[config.mk]
export PLATFORM = sky130hd
export DESIGN_NAME = switch_port_sink
export DESIGN_NICKNAME = d
export VERILOG_FILES = /design/src/rtl/switch_port_sink.sv
export SDC_FILE = /design/constraint.sdc
export NUM_CORES = 1
export LEC_CHECK = 0
export CAP_MARGIN = 40
export CORE_MARGIN = 10
export CORE_UTILIZATION = 36
export DETAILED_ROUTE_END_ITERATION = 8
export DONT_BUFFER_PORTS = 1
export PLACE_DENSITY = 0.48
export SYNTH_ARGS = -nofsm -noshare
export SYNTH_HDL_FRONTEND = slang
export SYNTH_SLANG_ARGS = --single-unit
[constraint.sdc]
create_clock -name clk -period 4.31 [get_ports clk]
set_clock_uncertainty 0.15 [all_clocks]
set_input_delay 0.862 -clock clk [delete_from_list [all_inputs] [get_ports clk]]
set_output_delay 0.862 -clock clk [all_outputs]
set_load 0.03 [all_outputs]
[src/rtl/switch_port_sink.sv]
// Egress sink for one switch output port: destination check, FIFO buffering, registered valid/ready output.
// Optional SWITCH_SINK_ORDER_CHECK_EN adds payload sequence checking (seq_err_count).
module switch_port_sink #(
  parameter int PORT_ID        = 0,
  parameter int DEPTH          = 8,
  parameter int SUSPEND_MARGIN = 2,
  parameter int CNT_W          = 16
) (
  input  logic                     clk,
  input  logic                     reset,
  input  logic                     valid_op,
  input  logic [15:0]              data_op,
  output logic                     suspend_op,
  output logic                     out_valid,
  output logic [15:0]              out_data,
  input  logic                     out_ready,
  input  logic                     stats_clr,
  output logic [CNT_W-1:0]         pkt_count,
  output logic [CNT_W-1:0]         misroute_count,
  output logic [CNT_W-1:0]         overflow_count,
`ifdef SWITCH_SINK_ORDER_CHECK_EN
  output logic [CNT_W-1:0]         seq_err_count,
`endif
  output logic [$clog2(DEPTH):0]   occupancy
);

  localparam int AW = $clog2(DEPTH);
  localparam int OW = AW + 1;
  localparam logic [OW-1:0] FULL_LVL = OW'(DEPTH);
  localparam logic [OW-1:0] SUSP_LVL = OW'(DEPTH - SUSPEND_MARGIN);

  localparam logic ST_EMPTY = 1'b0;
  localparam logic ST_FULL  = 1'b1;

  logic [15:0]      mem_q [DEPTH];
  logic [AW-1:0]    wr_ptr_q, wr_ptr_d;
  logic [AW-1:0]    rd_ptr_q, rd_ptr_d;
  logic [OW-1:0]    occ_q, occ_d;
  logic             state_q, state_d;
  logic [15:0]      out_data_q, out_data_d;
  logic             suspend_q, suspend_d;
  logic [CNT_W-1:0] pkt_cnt_q, pkt_cnt_d;
  logic [CNT_W-1:0] mis_cnt_q, mis_cnt_d;
  logic [CNT_W-1:0] ovf_cnt_q, ovf_cnt_d;

  logic fifo_empty, fifo_full, dest_hit;
  logic push, pop, misroute, overflow;

  function automatic logic [CNT_W-1:0] sat_inc(input logic [CNT_W-1:0] v, input logic en);
    return (en && (v != {CNT_W{1'b1}})) ? v + CNT_W'(1) : v;
  endfunction

  always_comb begin
    fifo_empty = (occ_q == '0);
    fifo_full  = (occ_q == FULL_LVL);
    dest_hit   = data_op[PORT_ID];
    // EMPTY refills unconditionally; FULL refills only as the consumer takes the current word.
    pop        = !fifo_empty && ((state_q == ST_EMPTY) || out_ready);
    misroute   = valid_op && !dest_hit;
    push       = valid_op && dest_hit && (!fifo_full || pop);
    overflow   = valid_op && dest_hit && fifo_full && !pop;

    wr_ptr_d   = wr_ptr_q + AW'(push);
    rd_ptr_d   = rd_ptr_q + AW'(pop);
    occ_d      = occ_q + OW'(push) - OW'(pop);
    suspend_d  = (occ_d >= SUSP_LVL);

    state_d    = state_q;
    out_data_d = out_data_q;
    if (pop) begin
      state_d    = ST_FULL;
      out_data_d = mem_q[rd_ptr_q];
    end else if ((state_q == ST_FULL) && out_ready) begin
      state_d    = ST_EMPTY;
    end

    pkt_cnt_d = stats_clr ? '0 : sat_inc(pkt_cnt_q, push);
    mis_cnt_d = stats_clr ? '0 : sat_inc(mis_cnt_q, misroute);
    ovf_cnt_d = stats_clr ? '0 : sat_inc(ovf_cnt_q, overflow);
  end

  always_ff @(posedge clk) begin
    if (push) mem_q[wr_ptr_q] <= data_op;
  end

  always_ff @(posedge clk or negedge reset) begin
    if (!reset) begin
      wr_ptr_q   <= '0;
      rd_ptr_q   <= '0;
      occ_q      <= '0;
      state_q    <= ST_EMPTY;
      out_data_q <= '0;
      suspend_q  <= 1'b0;
      pkt_cnt_q  <= '0;
      mis_cnt_q  <= '0;
      ovf_cnt_q  <= '0;
    end else begin
      wr_ptr_q   <= wr_ptr_d;
      rd_ptr_q   <= rd_ptr_d;
      occ_q      <= occ_d;
      state_q    <= state_d;
      out_data_q <= out_data_d;
      suspend_q  <= suspend_d;
      pkt_cnt_q  <= pkt_cnt_d;
      mis_cnt_q  <= mis_cnt_d;
      ovf_cnt_q  <= ovf_cnt_d;
    end
  end

`ifdef SWITCH_SINK_ORDER_CHECK_EN
  logic [11:0]      seq_exp_q, seq_exp_d;
  logic             seq_first_q, seq_first_d;
  logic [CNT_W-1:0] seq_err_q, seq_err_d;
  logic [11:0]      payload;

  // The first accepted packet after reset/clear only seeds the expected sequence.
  always_comb begin
    payload     = data_op[15:4];
    seq_exp_d   = seq_exp_q;
    seq_first_d = seq_first_q;
    seq_err_d   = seq_err_q;
    if (stats_clr) begin
      seq_first_d = 1'b1;
      seq_err_d   = '0;
    end else if (push) begin
      seq_first_d = 1'b0;
      if (seq_first_q || (payload != seq_exp_q)) begin
        seq_exp_d = payload + 12'd1;
        if (!seq_first_q) seq_err_d = sat_inc(seq_err_q, 1'b1);
      end else begin
        seq_exp_d = seq_exp_q + 12'd1;
      end
    end
  end

  always_ff @(posedge clk or negedge reset) begin
    if (!reset) begin
      seq_exp_q   <= '0;
      seq_first_q <= 1'b1;
      seq_err_q   <= '0;
    end else begin
      seq_exp_q   <= seq_exp_d;
      seq_first_q <= seq_first_d;
      seq_err_q   <= seq_err_d;
    end
  end

  assign seq_err_count = seq_err_q;
`endif

  assign suspend_op     = suspend_q;
  assign out_valid      = (state_q == ST_FULL);
  assign out_data       = out_data_q;
  assign pkt_count      = pkt_cnt_q;
  assign misroute_count = mis_cnt_q;
  assign overflow_count = ovf_cnt_q;
  assign occupancy      = occ_q;

endmodule
==> results of run 1 <==
layout by cell type (no fill, tap or decap), types with 3 or more instances in the layout:
cell type and count:
sky130_fd_sc_hd__edfxtp_1 128, sky130_fd_sc_hd__dfrtp_1 74, sky130_fd_sc_hd__nor2_1 64, sky130_fd_sc_hd__xnor2_1 35, sky130_fd_sc_hd__mux4_2 32, sky130_fd_sc_hd__a21oi_1 26, sky130_fd_sc_hd__clkbuf_16 23, sky130_fd_sc_hd__nand2_1 20
sky130_fd_sc_hd__mux2i_1 18, sky130_fd_sc_hd__nand4_1 17, sky130_fd_sc_hd__nor4_1 14, sky130_fd_sc_hd__nand3_1 13, sky130_fd_sc_hd__buf_4 13, sky130_fd_sc_hd__o21ai_0 11, sky130_fd_sc_hd__nor3_1 11, sky130_fd_sc_hd__ha_1 11
sky130_fd_sc_hd__inv_1 8, sky130_fd_sc_hd__or3_1 7, sky130_fd_sc_hd__nor3_2 6, sky130_fd_sc_hd__and4_1 6, sky130_fd_sc_hd__xor2_1 5, sky130_fd_sc_hd__and2_1 5, sky130_fd_sc_hd__and3_1 5, sky130_fd_sc_hd__clkbuf_1 4
sky130_fd_sc_hd__nor4_2 3, sky130_fd_sc_hd__clkinv_1 3, sky130_fd_sc_hd__clkinv_2 3, sky130_fd_sc_hd__bufinv_16 3, sky130_fd_sc_hd__clkbuf_8 3
flip-flops by register name, summed over array words and instances, names as in the netlist, 3 cells and up:
name / count
pkt_count: 16
occupancy: 4
out_data: 16
overflow_count: 16
rd_ptr_q: 3
misroute_count: 16
wr_ptr_q: 3
mem_q: 128
layer usage:
metal / vias up / share of wire / wire, µm / global-route usage
li1: 2220 / - / - / -
met1: 2430 / 0.42 / 8010 / 0.156
met2: 118 / 0.47 / 8890 / 0.195
met3: 20 / 0.089 / 1690 / 0.0410
met4: 0 / 0.016 / 297 / 0.0357
met5: - / 0 / 0 / 0
cell families (layout without fill, tap and decap cells):
logic type,Yosys count,in the layout,synth area share
AOI/OAI and AO/OA,47,47,0.0312
xor gates and xnor gates,40,40,0.0407
adders and majority gates,12,12,0.0183
buffers and inverters,32,67,0.0157
DFF,204,204,0.667
muxes,50,50,0.105
and+or+nand+nor,189,189,0.123
per-stage QoR:
| stage | setup WS (ns) | total power, mW | hold slack [ns] | cell area, µm² | util |
|---|---|---|---|---|---|
| finish | 1.14 | 5.83 | 0.0861 | 9920 | 0.421 |
| global route | 0.885 | 6.14 | 0.132 | 9920 | 0.421 |
| CTS | 1.06 | 5.94 | 0.110 | 9920 | 0.421 |
| detailed placement | 1.08 | 3.93 | 0.421 | 9120 | 0.387 |
| global placement | 1.07 | 3.84 | 0.420 | 9040 | 0.384 |
| floorplan | 0.739 | 3.55 | 0.362 | 8620 | - |
critical path: cells and delay by family, from the launching register on:
family | cells | cell delay [ns]
simple gates | 3 | 0.99
buf+inv | 3 | 0.61
flops | 1 | 0.52
fa+ha+maj | 1 | 0.33
compound gates | 1 | 0.27
layout make-up:
type	instances	area [µm²]
Fill cell	2152	13600
Sequential cell	204	5750
Multi-Input combinational cell	338	2770
Clock buffer	30	632
Tap cell	319	399
Timing Repair Buffer	17	193
Clock inverter	12	140
Inverter	8	30.0
report_power, final:
| group | switching [mW] | leakage [nW] | internal, mW |
|---|---|---|---|
| Sequential | 0.441 | 2.14 | 2.32 |
| Clock | 0.750 | 0.373 | 1.21 |
| Combinational | 0.524 | 0.935 | 0.581 |
| Total | 1.72 | 3.45 | 4.11 |
worst paths after layout:
kind / to / cells past startpoint / slack [ns] / start
max: mem_q[1][11] / 8 / 1.14 / occupancy[2]
min reg2reg: wr_ptr_q[2] / 1 / 0.47 / wr_ptr_q[2]
min: out_data[7] / 1 / 0.09 / reset
min in group clk: overflow_count[12] / 1 / 0.27 / stats_clr
max in group asynchronous: rd_ptr_q[1] / 1 / 3.54 / reset
max reg2reg: mem_q[1][11] / 8 / 1.14 / occupancy[2]
timing repair:
action,CTS,global route
hold buffers,1,0
buffers inserted,0,0
hold endpoints to repair,76,0
gates resized for setup,0,0
==> parameters.txt, run 1 <==
Parameter                              Value

Status
  Run status ... complete, no violations

Min path
  Kind of path behind the tightest hold check ... input pin to asynchronous set/reset pin

STA
  Setup repair after global routing missed its margin ... false
  Total negative slack ... 0 ns
  Period utilization ... 0.737
  Fin crit period ... 3.17 ns
  Max Freq ... 315 MHz
  Transition time at the pin with the least slew margin ... 0.752 ns
  Final number of setup-violating endpoints ... 0
  Number of failing hold endpoints at the final stage ... 0
  Max transition margin ... 0.496
  Count of final max-slew check failures ... 0

Critical path
  Endpoint kind of the worst setup timing path ... register
  Required arrival time at the worst endpoint ... 4.36 ns
  Crit path arrival time ... 3.23 ns
  Standard cell with the maximum stage delay on the critical path ... sky130_fd_sc_hd__nor3_2
  Maximum cell stage delay along the critical path ... 0.60 ns
  Cell breakdown of the critical path ... inv_1, ha_1, o21ai_1, nand2_1, inv_1, nand2_1, nor3_2, buf_4
  CP Launch Type ... register
  Worst setup path category ... register to register
  Critical path peak fanout ... 9

Synthesis
  Number of instances in the synthesized netlist ... 574
  Most used standard cells in the synthesized netlist ... sky130_fd_sc_hd__edfxtp_1 (128), sky130_fd_sc_hd__dfrtp_1 (76), sky130_fd_sc_hd__nor2_1 (64)
  Average cell area after synthesis ... 15.0 µm²
  Yosys top cell area share ... 0.446
  Ys flop type ... sky130_fd_sc_hd__edfxtp_1
  Sequential-to-total area share from yosys stat ... 0.667
  Net count after synthesis ... 607
  Top cells by area in the synthesized netlist ... sky130_fd_sc_hd__edfxtp_1 (45%), sky130_fd_sc_hd__dfrtp_1 (22%), sky130_fd_sc_hd__mux4_2 (8.4%), sky130_fd_sc_hd__xnor2_1 (3.6%), sky130_fd_sc_hd__nor2_1 (2.8%)
  FFs w/ async S/R, synth ... 0.373
  Top-count cell post-synth ... sky130_fd_sc_hd__edfxtp_1
  Yosys synthesis warning count ... 0
  Largest area contributor in the synthesized netlist ... sky130_fd_sc_hd__edfxtp_1
  Flops & latches, synth ... 204
  Count of flip-flops with a built-in enable after synthesis ... 128
  Number of distinct library cell variants in the gate-level netlist after synthesis ... 48
  Post-synthesis instance area ... 8620 µm²

Finish
  Final layout net count ... 625
  Total inserted antenna cells ... 0
  Share of cells above drive strength 1 ... 0.176
  Area growth, synth to finish ... 15.1%
  Non-filler cells, final ... 928

Power and ir drop
  IR Drop Worst-Case VDD ... 0.000254 V
  Leakage power figure ... 3.45 nW
  Pwr Density ... 588 nW/µm²

Place
  Routability Congestion ... 0.762
  Port bufs ... 0
  Placed cell count ... 885
  DP Wirelength ... 12600 µm

Clock network
  Clock Latency Late Sink ... 0.51 ns
  Clk pin slew, worst setup/hold paths ... 0.06 ns
  Root buffer cell ... sky130_fd_sc_hd__clkbuf_16
  Number of buffers between clock root and the deepest sink ... 3
  CTS tree ... yes
  Maximum level of the CTS H-tree ... 1
  Total CTS buffers ... 23
  Number of clock sinks ... 204

Routing
  ANT nets after route ... 0
  Vias ... 4788
  Average wire per cell in the routed design ... 20.3 µm
  Remaining design rule violation count ... 0
  Violation count after the first detailed-routing iteration ... 244
  DR pass1 iterations ... 4
  Post-detailed-route via-to-cell ratio ... 5.16
  Wire length after detailed routing ... 18900 µm

Die
  Placeable core area ... 23500 µm²
  Initial Util ... 0.366
  Die span in x ... 175 µm
  Full die area ... 30500 µm²
  Number of primary I/O pins ... 91
  Die Span Y ... 175 µm
  Site row count ... 56

Global routing
  Maximum number of pins on one net before global-route repair ... 77
  Global router's overall resource usage ... 0.123
  Antenna violations before repair ... 0
  Number of global-route vias before repair ... 4904
  First-pass GRT wire length ... 29700 µm
  GRT Residual Overflow ... 0

Run
  Count of maximum capacitance violations ... 0
Note: power is estimated with default switching activity, not from simulation.
==> run 2: changes to the inputs <==
Settings changed: PLACE_DENSITY 0.48 to 0.5.
Clock period 4.31 ns to 2.67 ns, I/O delays scaled along.
==> run 2 against run 1 <==
  * Register-to-register slack got worse by 0.91 ns
  * Worst setup slack worse by 0.91 ns
  * Die area did not move
  * Final cell count grew 6.6%
  * Power increased by 65%
  * Clock power is 62% higher
  * Global-route usage up 0.52 points
  * Maximum frequency grew 30%
  * First-iteration DRC count grew 32%
  * Combinational power up 93%
  * Largest power group unchanged
==> parameters.txt, run 2 (synthesis gave the netlist of run 1 again) <==
Parameter                              Value

Status
  Run status ... complete, no violations

Die
  Placeable core area ... 23500 µm² (unchanged)
  Die span in x ... 175 µm (unchanged)
  Initial Util ... 0.366 (unchanged)
  Site row count ... 56 (unchanged)
  Full die area ... 30500 µm² (unchanged)
  Number of primary I/O pins ... 91 (unchanged)
  Die Span Y ... 175 µm (unchanged)

Run
  Count of maximum capacitance violations ... 0 (unchanged)

Critical path
  Critical path peak fanout ... 3 (-6)
  Endpoint kind of the worst setup timing path ... register
  Crit path arrival time ... 2.67 ns (-0.56 ns)
  Worst setup path category ... register to register
  CP Launch Type ... register
  Required arrival time at the worst endpoint ... 2.90 ns (-1.46 ns)

Global routing
  GRT Residual Overflow ... 0 (unchanged)
  Antenna violations before repair ... 1 (+1)
  Number of global-route vias before repair ... 5354 (+9.2%)
  Global router's overall resource usage ... 0.128 (+0.00522)
  Maximum number of pins on one net before global-route repair ... 77 (unchanged)
  First-pass GRT wire length ... 31500 µm (+6.0%)

STA
  Max transition margin ... 0.611 (+0.116)
  Hold slack ... 0.196 ns (+0.110 ns)
  Transition time at the pin with the least slew margin ... 0.579 ns (-0.174 ns)
  Final number of setup-violating endpoints ... 0 (unchanged)
  Count of final max-slew check failures ... 0 (unchanged)
  Setup repair after global routing missed its margin ... false
  Max Freq ... 410 MHz (+30%)
  Fin crit period ... 2.44 ns (-0.735 ns)
  Period utilization ... 0.914 (+0.177)
  Number of failing hold endpoints at the final stage ... 0 (unchanged)

Routing
  Violation count after the first detailed-routing iteration ... 323 (+32%)
  ANT nets after route ... 0 (unchanged)
  DR pass1 iterations ... 4 (unchanged)
  Remaining design rule violation count ... 0 (unchanged)
  Average wire per cell in the routed design ... 20.0 µm (-1.8%)
  Vias ... 5040 (+5.3%)
  Post-detailed-route via-to-cell ratio ... 5.10 (-1.2%)
  Wire length after detailed routing ... 19800 µm (+4.7%)

Power and ir drop
  Part of the total power dissipated in combinational logic ... 0.221 (+0.031)
  Pwr Density ... 920 nW/µm² (+57%)
  Proportion of total power due to net switching ... 0.302 (+0.00784)
  Sequential fraction of design power ... 0.449 (-0.025)
  Internal power ... 6.69 mW (+63%)
  Net Switching ... 2.90 mW (+69%)
  Leakage power figure ... 3.75 nW (+8.7%)
  Proportion of power drawn by the clock network ... 0.331 (-0.006)
  IR Drop Worst-Case VDD ... 0.000575 V (+130%)

Finish
  Final layout net count ... 685 (+9.6%)
  Most common cell after layout, fill and taps aside ... sky130_fd_sc_hd__edfxtp_1
  Non-filler cells, final ... 989 (+6.6%)
  Most frequent cells in the layout ... sky130_fd_sc_hd__edfxtp_1 (128), sky130_fd_sc_hd__dfrtp_1 (75), sky130_fd_sc_hd__nor2_1 (61), sky130_fd_sc_hd__buf_4 (57), sky130_fd_sc_hd__xnor2_1 (35)
  Area growth, synth to finish ... 20.9%
  Most flop-heavy register ... mem_q
  Share of cells above drive strength 1 ... 0.229 (+0.0530)
  Number of flip-flops in the largest register ... 128 (unchanged)

Place
  DP Wirelength ... 12900 µm (+2.3%)
  Routability Congestion ... 0.768 (+0.80%)
  Port bufs ... 0 (unchanged)
  Placed cell count ... 927 (+4.7%)

Clock network
  Clk pin slew, worst setup/hold paths ... 0.06 ns (about the same)
  Maximum level of the CTS H-tree ... 1 (unchanged)
  CTS tree ... yes
  Number of buffers between clock root and the deepest sink ... 3 (unchanged)
  Number of clock sinks ... 204 (unchanged)
  Root buffer cell ... sky130_fd_sc_hd__clkbuf_16
  Total CTS buffers ... 23 (unchanged)
  Clock Latency Late Sink ... 0.50 ns (about the same)
  Number of post-CTS setup repair buffers ... 0 (unchanged)

Min path
  Kind of path behind the tightest hold check ... input pin to register
run 2: changes by cell type in the layout (fill, tap and decap cells not counted), sizes merged:
cell / delta
diode: +1
bufinv: -1
clkbuf: +4
dlygate4sd3: +17
clkinvlp: -2
clkinv: -1
buf: +43
run 2: what timing repair did:
action,4_1_cts,5_1_grt
setup endpoints to repair,0,1
hold endpoints to repair,252,0
hold buffers,19,0
resized for setup,0,1
run 2: routing by layer:
metal / part of all wire / vias to the layer above / track usage
met1: 0.43 / 2561 / 0.165
met4: 0.015 / 0 / 0.0258
met3: 0.064 / 20 / 0.0326
li1: - / 2353 / -
met5: 0 / - / 0
met2: 0.49 / 106 / 0.213
run 2: path summary, 6_finish.rpt:
path                              startpoint           endpoint  slack (ns)  cells after the start
worst max-delay path            occupancy[2]         suspend_op        0.23                     11
worst min-delay path               stats_clr  misroute_count[9]        0.20                      2
worst max register to register  occupancy[2]         suspend_op        0.23                     11
worst min register to register  occupancy[0]       occupancy[0]        0.45                      1
max in group asynchronous              reset  misroute_count[5]        1.55                      2
min in group asynchronous              reset        out_data[7]        0.47                      2
run 2: cell type report:
class / count / area (µm²)
Inverter: 8 / 30.0
Fill cell: 2140 / 13100
Sequential cell: 204 / 5750
Timing Repair Buffer: 77 / 666
Antenna cell: 1 / 2.50
Clock inverter: 8 / 95.1
Tap cell: 319 / 399
Multi-Input combinational cell: 338 / 2800
Clock buffer: 34 / 677
run 2: worst max-delay path, cell delays in order, from the launching register on:
cell	delay (ns)
sky130_fd_sc_hd__dfrtp_1	0.36
sky130_fd_sc_hd__inv_1	0.08
sky130_fd_sc_hd__ha_1	0.20
sky130_fd_sc_hd__nor3b_2	0.16
sky130_fd_sc_hd__o21ai_2	0.10
sky130_fd_sc_hd__nand2_1	0.11
sky130_fd_sc_hd__o21ai_0	0.18
sky130_fd_sc_hd__ha_1	0.20
sky130_fd_sc_hd__inv_1	0.06
sky130_fd_sc_hd__fa_1	0.37
sky130_fd_sc_hd__xnor2_1	0.16
sky130_fd_sc_hd__a21o_1	0.19
run 2: stage by stage:
stage	utilization	worst slack, ns	instance area (µm²)	power, mW	setup TNS [ns]
floorplan	-	-0.394	8650	5.75	-20.87
global placement	0.400	0.290	9420	6.41	0
detailed placement	0.400	0.147	9420	6.44	0
CTS	0.442	0.126	10400	9.76	0
global route	0.442	0.0840	10400	10.1	0
finish	0.442	0.230	10400	9.59	0
run 2: power groups by stage:
stage	clock (mW)	sequential (mW)	combinational (mW)
3_3_place_gp	0	4.37	2.04
5_1_grt	3.41	4.35	2.32
6_report	3.17	4.30	2.12
2_1_floorplan	0	4.32	1.43
3_5_place_dp	0	4.38	2.06
4_1_cts	3.27	4.32	2.16
==> run 3: changes to the inputs <==
Settings changed: CTS_BUF_LIST from default to sky130_fd_sc_hd__clkbuf_16, RECOVER_POWER from default to 25.
==> run 3 against run 2 <==
  * Clock power decreased by 6%
  * Register-to-register slack about the same
  * Via count about the same
  * Sequential cell count is the same
  * Sequential share of layout area is 0.43 points higher
  * Global-route usage hardly changed
  * Wire length barely moved
  * Non-clock buffer count is the same
  * Worst setup slack got worse by 0.0034 ns
  * Power is 2.0% lower
==> parameters.txt, run 3 (synthesis gave the netlist of run 1 again) <==
Parameter                              Value

Power and ir drop
  Pwr Density ... 909 nW/µm² (-1.2%)
  Pwr Total ... 9.40 mW (-2.0%)
  Leakage power figure ... 3.73 nW (-0.49%)
  IR Drop Worst-Case VDD ... 0.000576 V (+0.16%)

Die
  Full die area ... 30500 µm² (unchanged)
  Number of primary I/O pins ... 91 (unchanged)
  Initial Util ... 0.366 (unchanged)
  Die span in x ... 175 µm (unchanged)
  Placeable core area ... 23500 µm² (unchanged)
  Die Span Y ... 175 µm (unchanged)
  Site row count ... 56 (unchanged)

Finish
  Area growth, synth to finish ... 20.0%
  Multi-input gate area in the final layout ... 2800 µm² (unchanged)
  Most common cell after layout, fill and taps aside ... sky130_fd_sc_hd__edfxtp_1
  Most frequent cells in the layout ... sky130_fd_sc_hd__edfxtp_1 (128), sky130_fd_sc_hd__dfrtp_1 (75), sky130_fd_sc_hd__nor2_1 (61), sky130_fd_sc_hd__buf_4 (57), sky130_fd_sc_hd__xnor2_1 (35)
  Area taken by flip-flops and latches ... 5750 µm² (unchanged)
  Share of cells above drive strength 1 ... 0.221 (-0.00747)
  Number of flip-flops in the largest register ... 128 (unchanged)
  Core occupancy in the finished layout ... 0.439 (-0.00340)
  Most flop-heavy register ... mem_q
  Final layout net count ... 685 (unchanged)
  Number of filler instances in the final layout ... 2146 (+0.28%)

Clock network
  Number of buffers between clock root and the deepest sink ... 3 (unchanged)
  Root buffer cell ... sky130_fd_sc_hd__clkbuf_16
  Clk pin slew, worst setup/hold paths ... 0.06 ns (about the same)
  Number of clock sinks ... 204 (unchanged)
  CTS tree ... yes
  Total CTS buffers ... 23 (unchanged)
  Maximum level of the CTS H-tree ... 1 (unchanged)
  Number of post-CTS setup repair buffers ... 0 (unchanged)
  Clock Latency Late Sink ... 0.50 ns (about the same)

STA
  Setup slack after layout ... 0.227 ns (-0.00336 ns)
  Fin crit period ... 2.44 ns (+0.00336 ns)
  Max Freq ... 409 MHz (-0.14%)
  Final number of setup-violating endpoints ... 0 (unchanged)
  Max transition margin ... 0.237 (-0.375)
  Number of failing hold endpoints at the final stage ... 0 (unchanged)
  Count of final max-slew check failures ... 0 (unchanged)
  Period utilization ... 0.915 (+0.00126)
  Setup repair after global routing missed its margin ... false
  Transition time at the pin with the least slew margin ... 1.15 ns (+0.567 ns)

Critical path
  Flop2flop setup slack ... 0.23 ns (about the same)
  Critical path peak fanout ... 3 (unchanged)
  Depth of the worst register-to-register path ... 11 (unchanged)
  Required arrival time at the worst endpoint ... 2.90 ns (about the same)
  Cell breakdown of the critical path ... inv_1, ha_1, nor3b_2, o21ai_2, nand2_1, o21ai_0, ha_1, inv_1, fa_1, xnor2_1, a21o_1
  CP Launch Type ... register
  Worst setup path category ... register to register
  Crit path arrival time ... 2.68 ns (about the same)
  Endpoint kind of the worst setup timing path ... register
  Standard cell with the maximum stage delay on the critical path ... sky130_fd_sc_hd__fa_1
  Maximum cell stage delay along the critical path ... 0.37 ns (about the same)

Min path
  Worst Hold Depth ... 2 (unchanged)
  Kind of path behind the tightest hold check ... input pin to register

Routing
  DR pass1 iterations ... 4 (unchanged)
  ANT nets after route ... 0 (unchanged)
  Vias ... 5042 (+0.040%)
  Violation count after the first detailed-routing iteration ... 328 (+1.5%)
  Remaining design rule violation count ... 0 (unchanged)
  Wire length after detailed routing ... 19800 µm (about the same)
  Average wire per cell in the routed design ... 20.0 µm (about the same)
  Post-detailed-route via-to-cell ratio ... 5.10 (about the same)

Global routing
  Number of global-route vias before repair ... 5337 (-0.32%)
  Met2 usage ... 0.212 (-0.00144)
  Routing usage on met1 ... 0.165 (-0.000295)
  Antenna violations before repair ... 1 (unchanged)
  Met3 track utilization from global routing ... 0.0323 (-0.000216)
  Global router's overall resource usage ... 0.127 (-0.000467)
  First-pass GRT wire length ... 31400 µm (-0.29%)
  Maximum number of pins on one net before global-route repair ... 77 (unchanged)
  GRT busiest layer ... met2
  GRT Residual Overflow ... 0 (unchanged)

Run
  Count of maximum capacitance violations ... 0 (unchanged)

Status
  Run status ... complete, no violations

Place
  Post-placement worst setup slack ... 0.147 ns (unchanged)
  Port bufs ... 0 (unchanged)
  DP Wirelength ... 12900 µm (unchanged)
  Routability Congestion ... 0.768 (unchanged)
## run 3: layout make-up
type | count | share of cell area
tap | 319 | 0.0386
clock buffer | 23 | 0.0557
clock inverter | 19 | 0.0132
timing repair buffer | 77 | 0.0625
multi-input combinational | 338 | 0.271
sequential | 204 | 0.556
antenna | 1 | 0.000242
inverter | 8 | 0.00291
## run 3: repair_timing
item	in CTS	in global routing
endpoints found under the hold margin	252	0
hold buffers	19	0
resized for setup	0	1
endpoints found under the setup margin	0	1
## run 3: power by group
part	switching [mW]	total, mW	internal [mW]
Sequential	0.555	4.30	3.74
Combinational	1.11	2.11	0.996
Clock	1.23	2.99	1.75
## run 3: final timing paths
path / start / endpoint
max: occupancy[2] / suspend_op
min: stats_clr / misroute_count[9]
max reg2reg: occupancy[2] / suspend_op
min reg2reg: occupancy[0] / occupancy[0]
max in group asynchronous: reset / rd_ptr_q[0]
min in group asynchronous: reset / out_data[2]
## run 3: critical path: cells and delay by family (launching register included)
| kind | cells | cell delay, ns |
|---|---|---|
| compound gates | 3 | 0.47 |
| xor+xnor | 1 | 0.16 |
| fa+ha+maj | 3 | 0.76 |
| buf+inv | 2 | 0.14 |
| flops | 1 | 0.36 |
| simple gates | 2 | 0.27 |
## run 3: layer usage
metal | vias to the layer above | part of all wire | wire, µm
li1 | 2348 | - | -
met2 | 119 | 0.49 | 9680
met1 | 2553 | 0.44 | 8600
met4 | 0 | 0.016 | 308
met5 | - | 0 | 0
met3 | 22 | 0.059 | 1170
## run 3: through the flow
stage / cells / setup TNS [ns] / instance area (µm²) / hold slack [ns]
6_report: 989 / 0 / 10300 / 0.197
4_1_cts: 988 / 0 / 10300 / 0.185
5_1_grt: 989 / 0 / 10300 / 0.201
2_1_floorplan: 574 / -20.87 / 8650 / 0.0884
3_3_place_gp: 927 / 0 / 9420 / 0.0922
3_5_place_dp: 927 / 0 / 9420 / 0.0943
